[src/rtl/sw_debounce_if.sv]
`default_nettype none
// ============================================================================
// Module      : sw_debounce_if
// Description : Switch-level bundle between the raw switch source and the
//               debouncer: raw levels in, debounced levels/pulses out.
// Revision    : 1.0
// ============================================================================
interface sw_debounce_if #(
    parameter int N_SW = 2
);
    logic [N_SW-1:0] sw_in;
    logic [N_SW-1:0] sw_level;
    logic [N_SW-1:0] sw_rise;
    logic [N_SW-1:0] sw_fall;
    logic [N_SW-1:0] sw_toggle;
    logic [N_SW-1:0] sw_busy;

    modport master (
        output sw_in,
        input  sw_level,
        input  sw_rise,
        input  sw_fall,
        input  sw_toggle,
        input  sw_busy
    );

    modport slave (
        input  sw_in,
        output sw_level,
        output sw_rise,
        output sw_fall,
        output sw_toggle,
        output sw_busy
    );
endinterface
`default_nettype wire

[src/rtl/sw_debounce.sv]
`default_nettype none
// ============================================================================
// Module      : sw_debounce
// Description : N-channel switch debouncer with 2-flop synchronizer, debounced
//               level, rise/fall pulses, press toggle and busy flag.
// Revision    : 1.0
// ============================================================================
module sw_debounce #(
    parameter int N_SW      = 2,
    parameter int DB_CYCLES = 500_000
) (
    input  wire logic   CLK,
    input  wire logic   RST,
    sw_debounce_if.slave bus
);

    localparam int CNT_W = $clog2(DB_CYCLES);
    localparam logic [CNT_W-1:0] c_CNT_MAX = CNT_W'(DB_CYCLES - 1);
    localparam logic [CNT_W-1:0] c_CNT_ONE = CNT_W'(1);

    typedef enum logic [1:0] {
        LO      = 2'd0,
        WAIT_HI = 2'd1,
        HI      = 2'd2,
        WAIT_LO = 2'd3
    } state_t;

    logic [N_SW-1:0]  r_s1;
    logic [N_SW-1:0]  r_s2;
    state_t           r_state [N_SW];
    logic [CNT_W-1:0] r_cnt   [N_SW];
    logic [N_SW-1:0]  r_level;
    logic [N_SW-1:0]  r_rise;
    logic [N_SW-1:0]  r_fall;
    logic [N_SW-1:0]  r_toggle;
    logic [N_SW-1:0]  r_busy;

    state_t           w_state [N_SW];
    logic [CNT_W-1:0] w_cnt   [N_SW];
    logic [N_SW-1:0]  w_level;
    logic [N_SW-1:0]  w_rise;
    logic [N_SW-1:0]  w_fall;
    logic [N_SW-1:0]  w_toggle;
    logic [N_SW-1:0]  w_busy;

    always_ff @(posedge CLK) begin
        if (RST) begin
            r_s1     <= '0;
            r_s2     <= '0;
            r_level  <= '0;
            r_rise   <= '0;
            r_fall   <= '0;
            r_toggle <= '0;
            r_busy   <= '0;
            for (int i = 0; i < N_SW; i++) begin
                r_state[i] <= LO;
                r_cnt[i]   <= '0;
            end
        end else begin
            r_s1     <= bus.sw_in;
            r_s2     <= r_s1;
            r_level  <= w_level;
            r_rise   <= w_rise;
            r_fall   <= w_fall;
            r_toggle <= w_toggle;
            r_busy   <= w_busy;
            for (int i = 0; i < N_SW; i++) begin
                r_state[i] <= w_state[i];
                r_cnt[i]   <= w_cnt[i];
            end
        end
    end

    // Any sample where s2 agrees with the current level drops back to a
    // settled state with the counter cleared, restarting the window.
    always_comb begin
        w_level  = r_level;
        w_rise   = '0;
        w_fall   = '0;
        w_toggle = r_toggle;
        w_busy   = '0;
        for (int i = 0; i < N_SW; i++) begin
            w_state[i] = r_state[i];
            w_cnt[i]   = '0;
            case (r_state[i])
                LO: begin
                    if (r_s2[i]) begin
                        w_state[i] = WAIT_HI;
                        w_cnt[i]   = c_CNT_ONE;
                    end
                end
                WAIT_HI: begin
                    if (!r_s2[i]) begin
                        w_state[i] = LO;
                    end else if (r_cnt[i] == c_CNT_MAX) begin
                        w_state[i]  = HI;
                        w_level[i]  = 1'b1;
                        w_rise[i]   = 1'b1;
                        w_toggle[i] = ~r_toggle[i];
                    end else begin
                        w_cnt[i] = r_cnt[i] + c_CNT_ONE;
                    end
                end
                HI: begin
                    if (!r_s2[i]) begin
                        w_state[i] = WAIT_LO;
                        w_cnt[i]   = c_CNT_ONE;
                    end
                end
                WAIT_LO: begin
                    if (r_s2[i]) begin
                        w_state[i] = HI;
                    end else if (r_cnt[i] == c_CNT_MAX) begin
                        w_state[i] = LO;
                        w_level[i] = 1'b0;
                        w_fall[i]  = 1'b1;
                    end else begin
                        w_cnt[i] = r_cnt[i] + c_CNT_ONE;
                    end
                end
            endcase
            w_busy[i] = (w_cnt[i] != '0);
        end
    end

    assign bus.sw_level  = r_level;
    assign bus.sw_rise   = r_rise;
    assign bus.sw_fall   = r_fall;
    assign bus.sw_toggle = r_toggle;
    assign bus.sw_busy   = r_busy;

endmodule
`default_nettype wire

[src/flat_wrapper.sv]
// flat-port wrapper written by rule: the top's interface ports become plain ports
module sw_debounce_flat 
#(
    parameter int N_SW      = 2,
    parameter int DB_CYCLES = 500_000
)
  (CLK, RST, bus_sw_in, bus_sw_level, bus_sw_rise, bus_sw_fall, bus_sw_toggle, bus_sw_busy);
  sw_debounce_if #(.N_SW(N_SW)) bus_i ();
  input  wire logic CLK;
  input  wire logic RST;
  input wire logic [$bits(bus_i.sw_in)-1:0] bus_sw_in;
  output wire logic [$bits(bus_i.sw_level)-1:0] bus_sw_level;
  output wire logic [$bits(bus_i.sw_rise)-1:0] bus_sw_rise;
  output wire logic [$bits(bus_i.sw_fall)-1:0] bus_sw_fall;
  output wire logic [$bits(bus_i.sw_toggle)-1:0] bus_sw_toggle;
  output wire logic [$bits(bus_i.sw_busy)-1:0] bus_sw_busy;
  assign bus_i.sw_in = bus_sw_in;
  assign bus_sw_level = bus_i.sw_level;
  assign bus_sw_rise = bus_i.sw_rise;
  assign bus_sw_fall = bus_i.sw_fall;
  assign bus_sw_toggle = bus_i.sw_toggle;
  assign bus_sw_busy = bus_i.sw_busy;
  sw_debounce #(.N_SW(N_SW), .DB_CYCLES(DB_CYCLES)) u_core (.CLK(CLK), .RST(RST), .bus(bus_i));
endmodule
[config.mk]
export PLATFORM = sky130hd
export DESIGN_NAME = sw_debounce_flat
export DESIGN_NICKNAME = d
export VERILOG_FILES = /design/src/rtl/sw_debounce_if.sv /design/src/rtl/sw_debounce.sv /design/src/flat_wrapper.sv
export SDC_FILE = /design/constraint.sdc
export NUM_CORES = 1
export LEC_CHECK = 0
export CORE_MARGIN = 2
export CORE_UTILIZATION = 39
export DETAILED_ROUTE_END_ITERATION = 16
export GPL_TIMING_DRIVEN = 0
export SLEW_MARGIN = 20
export SYNTH_ARGS = -nofsm -noshare
export SYNTH_HDL_FRONTEND = slang
export SYNTH_SLANG_ARGS = --single-unit
[constraint.sdc]
create_clock -name CLK -period 2.8 [get_ports CLK]
set_input_delay 0.56 -clock CLK [delete_from_list [all_inputs] [get_ports CLK]]
set_output_delay 0.56 -clock CLK [all_outputs]
set_load 0.05 [all_outputs]
# Word-level counts from Yosys, hierarchy flattened
# Memory sizes are Yosys's and may differ from the RTL's.
# Index checks and enable logic that the tools add are counted.
word_totals:
  regBits: 14
  ram_bits: 42
  out_inout_bits: 10
  mem_count: 2
  word_cells: 102
memory_table:
  columns: ["memory", "words", "width", "rd", "rd_ports_with_merged_regs", "wr", "line_no", "source"]
  rows:
  - ["u_core.r_cnt", 2, 19, 2, 0, 2, "sw_debounce.sv:31", "logic [CNT_W-1:0] r_cnt [N_SW];"]
  - ["u_core.r_state", 2, 2, 2, 0, 2, "sw_debounce.sv:30", "state_t r_state [N_SW];"]
op_classes:
  mux: 45
  n_eq_ne: 16
  n_addsub: 2
  n_reduce_logical: 14
  bitwise_logic: 12
op_table:
  columns: ["cell", "n"]
  rows:
  - ["two-way mux 19 bit", 8]
  - ["one-hot mux 19 bit (4 select lines)", 2]
  - ["adder 19 x 1 -> 19 bit (second input constant)", 2]
  - ["== test 19 bit (second input constant)", 2]
  - ["nonzero test 19 bit", 2]
  - ["two-way mux 2 bit", 14]
  - ["two-way mux 1 bit", 17]
  - ["one-hot mux 2 bit (4 select lines)", 2]
  - ["inequality test 2 x 1 -> 1 bit (second input constant)", 6]
  - ["OR reduction 3 bit", 4]
  - ["AND reduction 5 bit", 2]
  - ["== test 2 bit (second input constant)", 4]
  - ["NOT 1 bit", 8]
  - ["AND reduction 3 bit", 2]
  - ["== test 2 x 1 -> 1 bit (second input constant)", 2]
  - ["zero test 2 bit", 2]
  - ["inequality test 2 bit (second input constant)", 2]
  - ["OR 1 bit", 4]
  - ["one-hot mux 1 bit (2 select lines)", 2]
  - ["nonzero test 2 bit", 2]

# Depth between registers and ports, before layout
# Gate-level depths: netlist of the first run.
# An unclocked memory read counts as a cell.
logic_depth:
  word_depth: 6
  depth_mapped: 8
  depth_no_buf: 8

# Worst setup path before layout of the first run
# Ideal clock, no wire load.
synth_path:
  path_kind: "register -> register"
  start: "mem u_core.r_cnt[0][19] in the netlist's numbering"
  end: "reg u_core.r_busy[1], in the netlist u_core.bus.sw_busy[1]"
  n_path_buf: 1
  arrival_ns: 1.802
  setup_ns: 0.129
  path_slack_ns: 0.868
  synth_period_minus_slack_ns: 1.932
  path_stages_with_launch: 9
  cell_sequence: "dfxtp_1 ha_1 buf_2 nand4_1 nor4_1 xnor2_1 nand2_1 nor4_1 a31oi_1"
synth_rtl:
  columns: ["element", "line_no", "source"]
  rows:
  - ["from (decl)", "sw_debounce.sv:31", null]
  - ["to (signal assigned)", "sw_debounce.sv:66", "r_busy <= w_busy;"]
  - ["to (decl)", "sw_debounce.sv:36", "logic [N_SW-1:0] r_busy;"]

==> results.toml, run 1 <==
[status]
status = "finished clean"

[global_routing]
grt_pass1_wl_um = 11000
track_usage_pct = 15.8
grt_pass1_vias = 2290
grt-ovfl-total = 0
grt_start_max_net_pins = 17
antenna_found_initial = 0

[placement]
place.gp.congestion = 0.873
dp_cells = 474
portBuffers = 13
dp_hpwl_um = 4500
placed_area_um2 = 3280

[synthesis]
synth-edff-count = 0
syn_inst = 359
yosysWarnings = 0
ys_async_sr_fraction_pct = 0
synth_area_um2 = 3020
seq_area_frac_synth_pct = 37.1
synth_fp_nets = 369
synth_seq_cells = 56
synth_cell_types = 61
synth-main-ff-cell = "dfxtp_1"
postSynthAreaPerCell_um2 = 8.41

[finish]
seq_area_um2 = 1120
diodes = 0
areaGrowthSynthToFinish_pct = 12.8
fin_util_pct = 44.8
nets = 389
multi_input_area_um2 = 1740
stdcell_area_um2 = 3410
fin_cells = 481
drive_above_1_share_pct = 10.8
num-fill-cells = 777

[power]
p_leak_nw = 1.13
swShare_pct = 20.8
power_frac_seq_pct = 54.3
power_frac_clock_pct = 41.1
max-vdd-ir-drop_mv = 0.197
netSwitchingPower_uw = 312
power_density_nw_per_um2 = 440
p_int_mw = 1.19
comb_power_share_pct = 4.6

[floorplan]
ios = 14
die_x_um = 92.0
dieHeight_um = 92.0
initial_core_util_pct = 39.7
coreArea_um2 = 7610
fp-row-count = 32
dieArea_um2 = 8460

[drt]
drt_iter0_markers = 123
first_pass_iters = 4
vias = 2483
wl_um = 6150
antenna_left = 0
drc = 0
via_per_inst = 5.16
wl_per_cell_um = 12.8

[setup_path]
cp_num_buf_inv = 0
r2r_end = "u_core.bus.sw_busy[0]"
crit_end = "u_core.bus.sw_busy[0]"
crit_cells = 7
critPathRequiredTime_ns = 2.98
worst-r2r-setup-slack_ns = 0.47
crit_type = "reg2reg"
cp_data_arrival_time_ns = 2.51
cpPeakStageDelay_ns = 0.46
reg2reg_depth = 7
crit_path_end_kind = "flip-flop"
critPathLaunchType = "flip-flop"
cp_slowest_cell = "dfxtp_1"
critPathMaxFanout = 7
r2r-start = "u_core.r_cnt[0][0]"
crit_start = "u_core.r_cnt[0][0]"
crit_chain = "ha_1 > nand4_2 > or3_4 > o22ai_1 > o2111ai_1 > nor4_1 > a31oi_1"
crit_family = "simple AND/OR/NAND/NOR gates"

[sta]
rsz0062_at_grt = "false"
setup_viol = 0
hold_slack_ns = 0.452
timing.final.max_slew_violations = 0
finalCriticalPeriod_ns = 2.33
finalCritPeriodShare_pct = 83.1
setup_tns_ns = 0
worst_pin_slew_ns = 0.572
finalHoldViolations = 0
max_freq_mhz = 430
relSlewSlack_pct = 61.6
finClkSkew_ns = 0.00966

[hold_path]
hold_path.class = "reg2reg"

[cts]
cts_num_sinks = 56
clk_pin_slew_ns = 0.10
holdBufCountCts = 0
clock_latency_ns = 0.32
cts.htree.levels = 2
cts_buffers = 5
post_cts_buffers = 0
cts.repair.resized = 0
cts_tree = "done"
cts-root-buf = "clkbuf_8"
clk_path_buf_depth = 2

[run]
max_cap_viol_count = 0
-- synthesized netlist by cell type (6+ instances only) --
| library cell | number | area, µm² |
|---|---|---|
| a21oi_1 | 15 | 75.1 |
| and3_1 | 8 | 50.1 |
| buf_2 | 9 | 45.0 |
| clkbuf_1 | 8 | 30.0 |
| dfxtp_1 | 56 | 1120 |
| ha_1 | 6 | 75.1 |
| inv_1 | 11 | 41.3 |
| nand2_1 | 25 | 93.8 |
| nand3_1 | 14 | 70.1 |
| nand4_1 | 10 | 62.6 |
| nor2_1 | 54 | 203 |
| nor2b_1 | 6 | 37.5 |
| nor3_1 | 14 | 70.1 |
| nor4_1 | 8 | 50.1 |
| o21ai_0 | 7 | 35.0 |
| xnor2_1 | 20 | 175 |
| xor2_1 | 20 | 175 |
-- area by class of cell --
class | instances | area share (%)
timing repair buffer | 13 | 3.82
inverter | 11 | 1.21
clock inverter | 2 | 1.76
buffer | 21 | 3.31
sequential | 56 | 32.9
tap | 102 | 3.75
multi-input combinational | 271 | 51.2
clock buffer | 5 | 2.02
-- worst min path at each step --
stage / startpoint / end / slack (ns) / cells after the start
floorplan: u_core.r_s1[0] / u_core.r_s2[0] / 0.41 / 1
global placement: u_core.r_s1[1] / u_core.r_s2[1] / 0.42 / 1
detailed placement: u_core.r_s1[1] / u_core.r_s2[1] / 0.43 / 1
CTS: u_core.r_s1[0] / u_core.r_s2[0] / 0.45 / 1
global route: u_core.r_s1[1] / u_core.r_s2[1] / 0.48 / 1
finish: u_core.r_s1[1] / u_core.r_s2[1] / 0.45 / 1
-- cell usage in the layout (no fill, tap or decap), types with 4 or more instances in the layout --
cell,n
nor2b_1,6
nand4_1,10
o21ai_0,7
nand2_1,25
or3_1,4
buf_2,9
ha_1,6
inv_1,11
and3_1,8
clkbuf_8,5
nor3_1,14
clkbuf_1,8
a21oi_1,15
dfxtp_1,56
nand3_1,14
xor2_1,20
xnor2_1,20
nor4_1,8
clkdlybuf4s50_1,13
nor2_1,54
-- worst reg2reg max path, stage by stage, from the launching register on --
cell and delay (ns):
dfxtp_1 0.46, ha_1 0.29, nand4_2 0.20, or3_4 0.42
o22ai_1 0.16, o2111ai_1 0.16, nor4_1 0.34, a31oi_1 0.15
-- routing by layer --
layer / GRT usage [%] / share of wire, %
met5: 0 / 0
met4: 5.85 / 1.7
met3: 2.71 / 3.1
met2: 23.5 / 43
met1: 23.0 / 52
-- power by group through the flow --
| stage | registers [mW] | logic (mW) | clock network [mW] |
|---|---|---|---|
| finish | 0.813 | 0.0688 | 0.616 |
| CTS | 0.813 | 0.0687 | 0.637 |
| global placement | 0.831 | 0.0679 | 0 |
| global route | 0.815 | 0.0768 | 0.670 |
| floorplan | 0.836 | 0.0432 | 0 |
| detailed placement | 0.831 | 0.0686 | 0 |
-- state kept, by name, indices dropped and copies added (netlist names), named ones only --
name                  flops
u_core.bus.sw_fall        2
u_core.r_cnt             38
u_core.bus.sw_rise        2
u_core.r_s1               2
u_core.bus.sw_busy        2
u_core.bus.sw_toggle      2
u_core.bus.sw_level       2
u_core.r_state            2
u_core.r_s2               2
-- metrics by stage --
| stage | setup slack, ns | power [mW] |
|---|---|---|
| 2_1_floorplan | 0.868 | 0.880 |
| 3_3_place_gp | 0.477 | 0.899 |
| 3_5_place_dp | 0.463 | 0.900 |
| 4_1_cts | 0.443 | 1.52 |
| 5_1_grt | 0.292 | 1.56 |
| 6_report | 0.474 | 1.50 |
-- kinds of logic (layout without fill, tap and decap cells) --
logic type / Yosys count / in the layout / synth area share (%)
AO/OA/AOI/OAI: 44 / 44 / 9.82
multiplexers: 4 / 4 / 1.49
AND/OR/NAND/NOR: 177 / 177 / 32.4
adder cells (fa/ha/maj): 6 / 6 / 2.49
flip-flops: 56 / 56 / 37.1
buffers and inverters: 32 / 52 / 5.10
XOR/XNOR: 40 / 40 / 11.6
Note: power is estimated with default switching activity, not from simulation.
==> run 2: changes to the inputs <==
==> constraint.sdc (replaced) <==
create_clock -name CLK -period 1.9 [get_ports CLK]
set_input_delay 0.38 -clock CLK [delete_from_list [all_inputs] [get_ports CLK]]
set_output_delay 0.38 -clock CLK [all_outputs]
set_load 0.05 [all_outputs]
==> results.toml, run 2 (synthesis gave the netlist of run 1 again) <==
[status]
status = "finished with violations"
violations = "negative setup slack"

[power]
power_density_nw_per_um2 = 499
p_int_mw = 1.52
netSwitchingPower_uw = 463
comb_power_share_pct = 5.4
power_frac_clock_pct = 34.4
p_leak_nw = 1.56
power_frac_seq_pct = 60.2
max-vdd-ir-drop_mv = 0.286
swShare_pct = 23.3

[drt]
wl_um = 6700
vias = 2667
via_per_inst = 5.16
antenna_left = 0
drc = 0
drt_iter0_markers = 83
first_pass_iters = 4
wl_per_cell_um = 12.9

[run]
max_cap_viol_count = 0

[setup_path]
crit_chain = "nand2_2 > or4_4 > mux2_4 > o2111ai_4 > nor4_4 > a31oi_1"
critPathMaxFanout = 5
cp_num_buf_inv = 0
r2r_end = "u_core.bus.sw_busy[0]"
r2r-start = "u_core.r_cnt[0][5]"
cpPeakStageDelay_ns = 0.55
crit_start = "u_core.r_cnt[0][5]"
reg2reg_depth = 6
critPathRequiredTime_ns = 2.07
critPathLaunchType = "flip-flop"
cp_data_arrival_time_ns = 2.12
crit_family = "simple AND/OR/NAND/NOR gates"
crit_end = "u_core.bus.sw_busy[0]"
cp_slowest_cell = "or4_4"
crit_path_end_kind = "flip-flop"
worst-r2r-setup-slack_ns = -0.04
crit_cells = 6
crit_type = "reg2reg"

[floorplan]
die_x_um = 92.0
fp-row-count = 32
dieArea_um2 = 8460
ios = 14
coreArea_um2 = 7610
initial_core_util_pct = 39.7
dieHeight_um = 92.0

[finish]
largest_reg_flops = 38
drive_above_1_share_pct = 29.6
areaGrowthSynthToFinish_pct = 31.9
fin_util_pct = 52.3
final_common_cell = "nor2_1"
diodes = 0
max_flop_register = "u_core.r_cnt"
layout_common_cells = "50 x nor2_1, 43 x buf_4, 38 x dfxtp_1"
nets = 424

[hold_path]
hold_start = "u_core.r_s1[0]"
hold_path.class = "reg2reg"

[cts]
cts_num_sinks = 56
holdBufCountCts = 0
cts.htree.levels = 2
cts_tree = "done"
clk_path_buf_depth = 2
cts-root-buf = "clkbuf_8"
cts_buffers = 5
clock_latency_ns = 0.31
clk_pin_slew_ns = 0.10

[placement]
dp_hpwl_um = 4230
place.gp.congestion = 0.812
portBuffers = 13

[sta]
rsz0062_at_grt = "true"
finalCriticalPeriod_ns = 1.94
finalHoldViolations = 0
finalCritPeriodShare_pct = 102
setup_viol = 1
relSlewSlack_pct = 66.0
finClkSkew_ns = 0.00759
max_freq_mhz = 515
worst_slack_ns = -0.0432
worst_pin_slew_ns = 0.509
timing.final.max_slew_violations = 0
hold_slack_ns = 0.452

[global_routing]
antenna_found_initial = 0
grt_start_max_net_pins = 17
grt_pass1_vias = 2475
grt_pass1_wl_um = 11300
track_usage_pct = 16.0
grt-ovfl-total = 0
==> run 2: cell types whose count changed in the layout (fill, tap and decap cells not counted), moves of 5 or more <==
cell	change
buf_2	-9
buf_4	+41
buf_6	+7
clkbuf_1	-5
dfxtp_1	-18
dfxtp_2	+16
nor4_1	-6
nor4_4	+7
==> run 2: layer usage <==
| layer | part of all wire [%] | track usage [%] | vias to the layer above | wire length (µm) |
|---|---|---|---|---|
| met4 | 0.85 | 4.48 | 0 | 57 |
| met5 | 0 | 0 | - | 0 |
| met2 | 51 | 27.9 | 22 | 3430 |
| li1 | - | - | 1358 | - |
| met3 | 2.2 | 3.04 | 5 | 150 |
| met1 | 46 | 20.3 | 1282 | 3050 |
==> run 2: layout make-up <==
class / instances / area, µm²
fillers: 701 / 3630
multi-input cells: 271 / 1990
flip-flops and latches: 56 / 1150
repair buffers: 53 / 444
plain buffers: 16 / 139
well taps: 102 / 128
clock buffers: 6 / 82.6
inverters: 11 / 41.3
clock inverters: 2 / 10.0
==> run 2: metrics by stage <==
stage,instances,TNS (ns),instance area [µm²],power (mW),setup WS [ns]
2_1_floorplan,359,-0.0162,3030,1.30,-0.0162
3_3_place_gp,474,-5.25,3290,1.32,-0.429
3_5_place_dp,474,-4.87,3290,1.33,-0.393
4_1_cts,504,0,3700,2.01,0.00130
5_1_grt,517,-0.595,3980,2.08,-0.136
6_report,517,-0.0432,3980,1.99,-0.0432
==> run 2: power groups by stage <==
stage	Sequential [mW]	Clock (mW)	Combinational, mW
2_1_floorplan	1.23	0	0.0636
3_3_place_gp	1.22	0	0.0996
3_5_place_dp	1.22	0	0.101
4_1_cts	1.19	0.708	0.106
5_1_grt	1.20	0.761	0.121
6_report	1.19	0.683	0.108
==> run 2: worst min path at each step <==
stage	endpoint	slack, ns	cells after the start
final	u_core.r_s2[0]	0.45	1
after detailed placement	u_core.r_s2[1]	0.43	1
after global placement	u_core.r_s2[1]	0.42	1
after global routing	u_core.r_s2[0]	0.47	1
after floorplan	u_core.r_s2[0]	0.41	1
after CTS	u_core.r_s2[1]	0.46	1
==> run 2: repair_timing <==
item | CTS | global route
endpoints found under the setup margin | 39 | 42
gates resized for setup | 37 | 47
pin swaps | 15 | 18
cloned | 0 | 0
buffers inserted | 24 | 17
endpoints found under the hold margin | 0 | 0
==> run 3: changes to the inputs <==
--- a/config.mk
+++ b/config.mk
@@ -5,6 +5,8 @@
 export SDC_FILE = /design/constraint.sdc
 export NUM_CORES = 1
 export LEC_CHECK = 0
+export ABC_AREA = 0
+export CORE_ASPECT_RATIO = 0.7
 export CORE_MARGIN = 2
 export CORE_UTILIZATION = 39
 export DETAILED_ROUTE_END_ITERATION = 16
==> results.toml, run 3 (synthesis gave the netlist of run 1 again) <==
[floorplan]
initial_core_util_pct = 40.9
dieHeight_um = 77.6
coreArea_um2 = 7380
ios = 14
fp-row-count = 26
dieArea_um2 = 8470
die_x_um = 109

[global_routing]
grt-ovfl-total = 0
use_met3_pct = 2.94
grtUsageMet2_pct = 21.4
grt_start_max_net_pins = 21
grt_pass1_vias = 2226
global_route.usage.met1_pct = 26.9
antenna_found_initial = 0
grt_pass1_wl_um = 11100
grt.busiest_layer = "met1"
track_usage_pct = 16.4

[sta]
worst_slack_ns = -0.0555
hold_slack_ns = 0.447
finClkSkew_ns = 0.00478
timing.final.max_slew_violations = 0
finalCriticalPeriod_ns = 1.96
rsz0062_at_grt = "true"
max_freq_mhz = 511
relSlewSlack_pct = 65.7
finalCritPeriodShare_pct = 103
finalHoldViolations = 0
setup_viol = 1
worst_pin_slew_ns = 0.513

[cts]
cts-root-buf = "clkbuf_8"
cts_tree = "done"
clk_pin_slew_ns = 0.11
cts_buffers = 5
holdBufCountCts = 0
cts_num_sinks = 56
clock_latency_ns = 0.32
clk_path_buf_depth = 2
cts.htree.levels = 2

[setup_path]
critPathMaxFanout = 5
crit_type = "reg2reg"
critPathLaunchType = "flip-flop"
cpPeakStageDelay_ns = 0.40
cp_num_buf_inv = 2
critPathRequiredTime_ns = 2.10
crit_chain = "buf_6 > nand4_1 > buf_4 > or3_1 > o32a_1 > a21oi_1 > a31oi_1"
cp_slowest_cell = "or3_1"
crit_path_end_kind = "flip-flop"
cp_data_arrival_time_ns = 2.16
worst-r2r-setup-slack_ns = -0.06
crit_family = "simple AND/OR/NAND/NOR gates"

[finish]
final_common_cell = "nor2_1"
max_flop_register = "u_core.r_cnt"
nets = 428
diodes = 0
areaGrowthSynthToFinish_pct = 34.4
num-fill-cells = 652
largest_reg_flops = 38
layout_common_cells = "51 x nor2_1, 43 x buf_4, 38 x dfxtp_1"
drive_above_1_share_pct = 30.5

[run]
max_cap_viol_count = 0

[power]
total_power_mw = 2.04
max-vdd-ir-drop_mv = 0.284
p_leak_nw = 1.57
power_density_nw_per_um2 = 502

[drt]
via_per_inst = 5.18
vias = 2677
drc = 0
first_pass_iters = 4
wl_um = 7220
drt_iter0_markers = 120
antenna_left = 0
wl_per_cell_um = 14.0

[placement]
place.gp.congestion = 0.850
portBuffers = 13
dp_hpwl_um = 4400

[status]
status = "finished with violations"
violations = "negative setup slack"

[hold_path]
hold_path.class = "reg2reg"
## run 3: where the power goes
part	switching [mW]	internal (mW)	total, mW
Combinational	0.0640	0.0483	0.112
Clock	0.451	0.280	0.731
Sequential	0.0112	1.18	1.19
## run 3: final cells by class
| type | count | area (µm²) | area share (%) |
|---|---|---|---|
| inverters | 11 | 41.3 | 1.02 |
| clock buffers | 5 | 68.8 | 1.70 |
| multi-input cells | 271 | 2000 | 49.2 |
| clock inverters | 3 | 28.8 | 0.709 |
| plain buffers | 15 | 148 | 3.64 |
| well taps | 98 | 123 | 3.02 |
| repair buffers | 58 | 502 | 12.4 |
| flip-flops and latches | 56 | 1150 | 28.4 |
## run 3: metal layers
metal	up-vias	part of all wire (%)
li1	1367	-
met1	1247	54
met2	57	41
met3	6	4.2
met4	0	0.73
met5	-	0
## run 3: per-stage QoR
stage	worst slack (ns)	setup TNS, ns	area (µm²)	utilization, %	cells
4_1_cts	-0.102	-0.102	3700	50.1	496
3_3_place_gp	-0.505	-7.50	3280	44.4	470
6_report	-0.0555	-0.0555	4060	54.9	517
5_1_grt	-0.203	-0.517	4060	54.9	517
3_5_place_dp	-0.533	-7.52	3280	44.4	470
2_1_floorplan	-0.0162	-0.0162	3030	-	359
## run 3: what timing repair did
item / 4_1_cts / 5_1_grt
resized for setup: 46 / 41
cloned: 0 / 1
pin swaps: 19 / 23
setup endpoints to repair: 43 / 41
setup buffers: 20 / 24
## run 3: worst register-to-register path: cells and delay by family, from the launching register on
| kind | cells | cell delay, ns |
|---|---|---|
| compound gates | 3 | 0.56 |
| buf+inv | 2 | 0.34 |
| flops | 1 | 0.34 |
| simple gates | 2 | 0.61 |
## run 3: path summary, 6_finish.rpt
check                           start                    end  cells past startpoint
setup / recovery  u_core.r_cnt[0][24]  u_core.bus.sw_busy[1]                      7
hold / removal         u_core.r_s1[0]         u_core.r_s2[0]                      1
setup reg to reg  u_core.r_cnt[0][24]  u_core.bus.sw_busy[1]                      7
hold reg to reg        u_core.r_s1[0]         u_core.r_s2[0]                      1
